## config.mk

```make
export PLATFORM = sky130hd
export DESIGN_NAME = adc_spi_responder
export DESIGN_NICKNAME = d
export VERILOG_FILES = /design/src/rtl/adc_spi_responder_pkg.sv /design/src/rtl/adc_spi_responder_sync_edge.sv /design/src/rtl/adc_spi_responder.sv
export SDC_FILE = /design/constraint.sdc
export NUM_CORES = 1
export LEC_CHECK = 0
export CAP_MARGIN = 10
export CORE_MARGIN = 8
export CORE_UTILIZATION = 56
export DETAILED_ROUTE_END_ITERATION = 8
export PLACE_DENSITY = 0.77
export SYNTH_ARGS = -nofsm -noshare
export SYNTH_HDL_FRONTEND = slang
export SYNTH_HIERARCHICAL = 1
export SYNTH_SLANG_ARGS = --single-unit
```

## constraint.sdc

```tcl
create_clock -name CLK -period 2.6 [get_ports CLK]
set_clock_uncertainty 0.15 [all_clocks]
set_input_delay 0.52 -clock CLK [delete_from_list [all_inputs] [get_ports CLK]]
set_output_delay 0.52 -clock CLK [all_outputs]
set_load 0.005 [all_outputs]
```

## src/rtl/adc_spi_responder_pkg.sv

```systemverilog
// Shared types and constants for the ADC SPI responder.
// No logic; constants only.
// No flow control.
package adc_spi_pkg;

  typedef enum logic [1:0] {
    WAIT_IDLE = 2'd0,
    IDLE      = 2'd1,
    ACTIVE    = 2'd2
  } state_t;

  localparam int DEF_DATA_W     = 12;
  localparam int DEF_LEAD_ZEROS = 4;
  localparam int FRAME_BITS     = DEF_LEAD_ZEROS + DEF_DATA_W;

  // Channel address rides on DIN rising edges 2..4 (0-based), MSB first
  localparam int ADDR_FIRST_EDGE = 2;
  localparam int ADDR_BITS       = 3;

  localparam int          RCNT_W   = 5;
  localparam logic [4:0]  RCNT_MAX = 5'd31;

endpackage

```

## src/rtl/adc_spi_responder_sync_edge.sv

```systemverilog
// Synchronizer chain with edge detection on the synchronized level.
// Latency: STAGES CLK to level, edge pulses in the same cycle as the level change.
// No flow control; edge pulses are one CLK wide.
module sync_edge #(
  parameter int   STAGES  = 2,
  parameter logic RST_VAL = 1'b1
) (
  input  logic clk,
  input  logic rst_n,
  input  logic d_i,
  output logic level_o,
  output logic rise_o,
  output logic fall_o
);

  logic [STAGES-1:0] sync_q;
  logic              prev_q;

  // Shift the async input through the chain and remember the last synchronized level
  always_ff @(posedge clk or negedge rst_n) begin
    if (!rst_n) begin
      sync_q <= {STAGES{RST_VAL}};
      prev_q <= RST_VAL;
    end else begin
      sync_q <= (sync_q << 1) | STAGES'(d_i);
      prev_q <= sync_q[STAGES-1];
    end
  end

  assign level_o = sync_q[STAGES-1];
  assign rise_o  = sync_q[STAGES-1] & ~prev_q;
  assign fall_o  = ~sync_q[STAGES-1] & prev_q;

endmodule

```

## src/rtl/adc_spi_responder.sv

```systemverilog
// Serial ADC emulator: shifts 16-bit frames out on ADC_DOUT and decodes the channel address on ADC_DIN.
// Latency: pin CS_N/SCLK edge to DOUT or status pulse 3 CLK; chan_sel 4 CLK after CS_N rise.
// Backpressure: sample_ready low while the single holding register is full; an empty hold at frame start replays last_sample.
module adc_spi_responder
  import adc_spi_pkg::*;
#(
  parameter int DATA_W      = DEF_DATA_W,
  parameter int LEAD_ZEROS  = DEF_LEAD_ZEROS,
  parameter int SYNC_STAGES = 2
) (
  input  logic              CLK,
  input  logic              RSTB,
  input  logic              ADC_CS_N,
  input  logic              ADC_SCLK,
  input  logic              ADC_DIN,
  output logic              ADC_DOUT,
  input  logic [DATA_W-1:0] sample_data,
  input  logic              sample_valid,
  output logic              sample_ready,
  output logic [2:0]        chan_sel,
  output logic              frame_done,
  output logic              frame_err,
  output logic              underrun
);

  localparam int FRAME_LEN = LEAD_ZEROS + DATA_W;

  logic cs_lvl, cs_rise, cs_fall;
  logic sclk_lvl_unused, sclk_rise, sclk_fall;

  // CS_N chain resets low so a frame already in progress at reset release is never mistaken for a new one
  sync_edge #(.STAGES(SYNC_STAGES), .RST_VAL(1'b0)) u_cs_sync (
    .clk     (CLK),
    .rst_n   (RSTB),
    .d_i     (ADC_CS_N),
    .level_o (cs_lvl),
    .rise_o  (cs_rise),
    .fall_o  (cs_fall)
  );

  sync_edge #(.STAGES(SYNC_STAGES), .RST_VAL(1'b1)) u_sclk_sync (
    .clk     (CLK),
    .rst_n   (RSTB),
    .d_i     (ADC_SCLK),
    .level_o (sclk_lvl_unused),
    .rise_o  (sclk_rise),
    .fall_o  (sclk_fall)
  );

  logic [SYNC_STAGES-1:0] din_q;
  logic                   din_s;

  // DIN delayed by the same depth as SCLK so a rising-edge pulse lines up with the bit it clocks
  always_ff @(posedge CLK or negedge RSTB) begin
    if (!RSTB) din_q <= '0;
    else       din_q <= (din_q << 1) | SYNC_STAGES'(ADC_DIN);
  end
  assign din_s = din_q[SYNC_STAGES-1];

  state_t                  state_q;
  logic [FRAME_LEN-1:0]    shift_q;
  logic                    dout_q;
  logic [RCNT_W-1:0]       rcnt_q;
  logic [ADDR_BITS-1:0]    addr_q;
  logic [2:0]              chan_sel_q;
  logic                    frame_done_q, frame_err_q, underrun_q;
  logic                    full_q;
  logic [DATA_W-1:0]       hold_q, last_q;

  logic                    hs, frame_start;
  logic [FRAME_LEN-1:0]    frame_word;

  assign hs          = sample_valid & ~full_q;
  assign frame_start = (state_q == IDLE) & cs_fall;
  assign frame_word  = {{LEAD_ZEROS{1'b0}}, (full_q ? hold_q : last_q)};

  // Holding register: a frame start drains it; a handshake in that same cycle waits for the next frame
  always_ff @(posedge CLK or negedge RSTB) begin
    if (!RSTB) begin
      full_q <= 1'b0;
      hold_q <= '0;
      last_q <= '0;
    end else if (frame_start && full_q) begin
      full_q <= 1'b0;
      last_q <= hold_q;
    end else if (hs) begin
      full_q <= 1'b1;
      hold_q <= sample_data;
    end
  end

  // Frame FSM with shifter, edge counter, address capture and registered status pulses
  always_ff @(posedge CLK or negedge RSTB) begin
    if (!RSTB) begin
      state_q      <= WAIT_IDLE;
      shift_q      <= '0;
      dout_q       <= 1'b0;
      rcnt_q       <= '0;
      addr_q       <= '0;
      chan_sel_q   <= '0;
      frame_done_q <= 1'b0;
      frame_err_q  <= 1'b0;
      underrun_q   <= 1'b0;
    end else begin
      frame_done_q <= 1'b0;
      frame_err_q  <= 1'b0;
      underrun_q   <= 1'b0;
      // Address takes effect the cycle after the good-frame pulse
      if (frame_done_q) chan_sel_q <= addr_q;
      case (state_q)
        WAIT_IDLE: begin
          dout_q <= 1'b0;
          if (cs_lvl) state_q <= IDLE;
        end
        IDLE: begin
          dout_q <= 1'b0;
          if (cs_fall) begin
            state_q    <= ACTIVE;
            shift_q    <= frame_word;
            dout_q     <= frame_word[FRAME_LEN-1];
            underrun_q <= ~full_q;
            rcnt_q     <= '0;
            addr_q     <= '0;
          end
        end
        ACTIVE: begin
          // CS_N edge wins over any SCLK edge seen in the same cycle
          if (cs_rise) begin
            state_q <= IDLE;
            dout_q  <= 1'b0;
            if (rcnt_q == RCNT_W'(FRAME_LEN)) frame_done_q <= 1'b1;
            else                              frame_err_q  <= 1'b1;
          end else if (sclk_fall) begin
            shift_q <= {shift_q[FRAME_LEN-2:0], 1'b0};
            dout_q  <= shift_q[FRAME_LEN-2];
          end else if (sclk_rise) begin
            if (rcnt_q != RCNT_MAX) rcnt_q <= rcnt_q + 1'b1;
            for (int b = 0; b < ADDR_BITS; b++) begin
              if (rcnt_q == RCNT_W'(ADDR_FIRST_EDGE + b)) addr_q[ADDR_BITS-1-b] <= din_s;
            end
          end
        end
        default: state_q <= WAIT_IDLE;
      endcase
    end
  end

  assign ADC_DOUT     = dout_q;
  assign sample_ready = ~full_q;
  assign chan_sel     = chan_sel_q;
  assign frame_done   = frame_done_q;
  assign frame_err    = frame_err_q;
  assign underrun     = underrun_q;

endmodule

```

==> results.tsv <==
metric	value	unit
drt-initial-drc-count	103	
max_freq	452.5	MHz
cts_setup_buffers	0	
crit_path_top_delay_cell	dfrtp_1	
cts-root-buf	clkbuf_8	
critPathMaxFanout	10	
num_rows	26	
rr_startpoint	rcnt_q[0]	
cp_common_cell	ha_1	
first_pass_iters	4	
synth_top_cell_by_area	dfrtp_1	
ys_top_cells_by_count	dfrtp_1, nand2_1, mux2_2, a21oi_1	
critical-path-top-delay-family	simple AND/OR/NAND/NOR gates	
clk_latency	0.34	ns
synth_edf_count	0	
via_count	1760	
ant_nets	0	
clkSinkCount	65	
maxSlewViolCount	0	
cp-startpoint	rcnt_q[0]	
netlist_top_cells_area	dfrtp_1, mux2_2, mux2i_1	
routed_wl	4.715	mm
num_antenna_cells	0	
critPathBufInv	0	
clk_path_buf_depth	2	
tritoncts	done	
area_growth	18.02	%
track_usage	14.39	%
critical_path_arrival	2.33	ns
grt_max_degree	66	
holdCritPathClass	primary input to async pin	
report.final.hold_viol_count	0	
hold_ws	0.02649	ns
ir_drop	0.6230	mV
synth_top_area_share	54.63	%
grt_pass1_vias	1781	
ys_seq_area_share	57.40	%
synth_area	2840	um2
gp_congestion	0.7948	
synthFlopType	dfrtp_1	
critPathCaptureType	register	
die_y	87.22	um
antenna_found_initial	0	
ys_seq_elements	65	
overflow	0	
worstMarginPinSlew	0.6346	ns
cap_violations	0	
slowest_delay	0.43	ns
dp_cells	326	
slew_headroom	57.58	%
core_area	5010	um2
worstPathRequired	2.72	ns
ys_warn_count	6	
synth.most_common_cell	dfrtp_1	
finalSetupTns	0	ns
drive_gt1_share	21.03	%
portBuffers	25	
synth_nets	260	
finalSetupViolCount	0	
cp_cell_sequence	ha_1 -> and3_1 -> ha_1 -> and4bb_4 -> o221ai_4 -> or3_1 -> a21oi_1	
startpoint_type	register	
drc	0	
cellLeakagePower	0.001525	uW
fin_crit	2.210	ns
die_area	7606	um2
rsz0062_at_grt	false	
outcome	finished clean	
start_util	56.69	%
pwr_density_cell	1012	nW/um2
fin_nets	289	
postSynthAreaPerCell	11.93	um2
via_per_inst	5.161	
cts_max_level	3	
io_pins	26	
ys_types	39	
numCtsBuffers	9	
syn_inst	238	
critPathKind	register to register	
synthArstFlopShare	100.0	%
dp.final_hpwl	3.227	mm
post-route-period-util	85.00	%
clk_pin_slew	0.07	ns
die_w	87.22	um
stdcell_count	341	
cts_hold_buf	0	
grt_pass1_wl	8.238	mm
routedWlPerCell	13.83	um
cts-resized-gates	0	
-- path summary, 6_finish.rpt --
check                                   endpoint  slack, ns  cells after the start
setup reg to reg                       rcnt_q[3]       0.39                      7
max in group asynchronous  u_sclk_sync/sync_q[1]       1.97                      2
min in group CLK             u_cs_sync/sync_q[1]       0.20                      0
hold reg to reg              u_cs_sync/sync_q[1]       0.20                      0
hold / removal                        state_q[0]       0.03                      2
setup / recovery                       rcnt_q[3]       0.39                      7
-- power breakdown --
part           leakage, uW  switching (uW)  internal (uW)
combinational     0.000607             469            516
sequential        0.000816             214           1340
clock             0.000102             367            487
total              0.00153            1050           2340
-- registers in the layout (all words and copies together) (netlist names), 2 cells and up --
register	flops
addr_q	3
state_q	2
last_q	12
shift_q	15
din_q	2
rcnt_q	5
u_cs_sync/sync_q	2
u_sclk_sync/sync_q	2
hold_q	12
chan_sel	3
-- per-layer routing --
layer	GRT usage, %	routed length, um
met1	17.03	2219
met2	22.00	2174
met3	6.321	239
met4	6.563	81
met5	0	0
-- final cells by class --
type	count	area (um2)
flip-flops and latches	65	1630
multi-input cells	157	1129
clock inverters	3	40.04
well taps	70	87.58
clock buffers	12	155.1
repair buffers	30	295.3
inverters	4	15.01
fillers	384	1658
-- stage by stage --
step                worst slack (ns)  power [uW]  area (um2)  util (%)
detailed placement            0.4201        2570        3157     63.01
finish                        0.3900        3391        3352     66.91
floorplan                     0.5193        2328        2840         -
CTS                           0.3833        3443        3352     66.91
global placement              0.4740        2515        3157     63.01
global route                  0.3056        3626        3352     66.91
-- cells by family after synthesis --
family / Yosys count / share of synthesized area (%)
compound gates: 44 / 8.987
simple gates: 66 / 12.42
fa+ha+maj: 4 / 1.762
flops: 65 / 57.40
buf+inv: 16 / 2.951
mux: 43 / 16.48
-- placed cells by master (no fill, tap or decap), types with 2 or more instances in the layout --
master / instances
a21oi_1: 17
and2b_2: 3
and3_1: 2
buf_4: 4
clkbuf_8: 11
clkdlybuf4s50_1: 24
clkinv_2: 2
dfrtp_1: 62
dfstp_2: 3
ha_1: 4
inv_1: 4
mux2_1: 7
mux2_2: 23
mux2i_1: 13
nand2_1: 24
nand3_1: 4
nor2_1: 14
nor2b_1: 4
o21ai_0: 14
o21ai_1: 7
or3_1: 2
No activity file was read; power rests on OpenSTA's default activity.
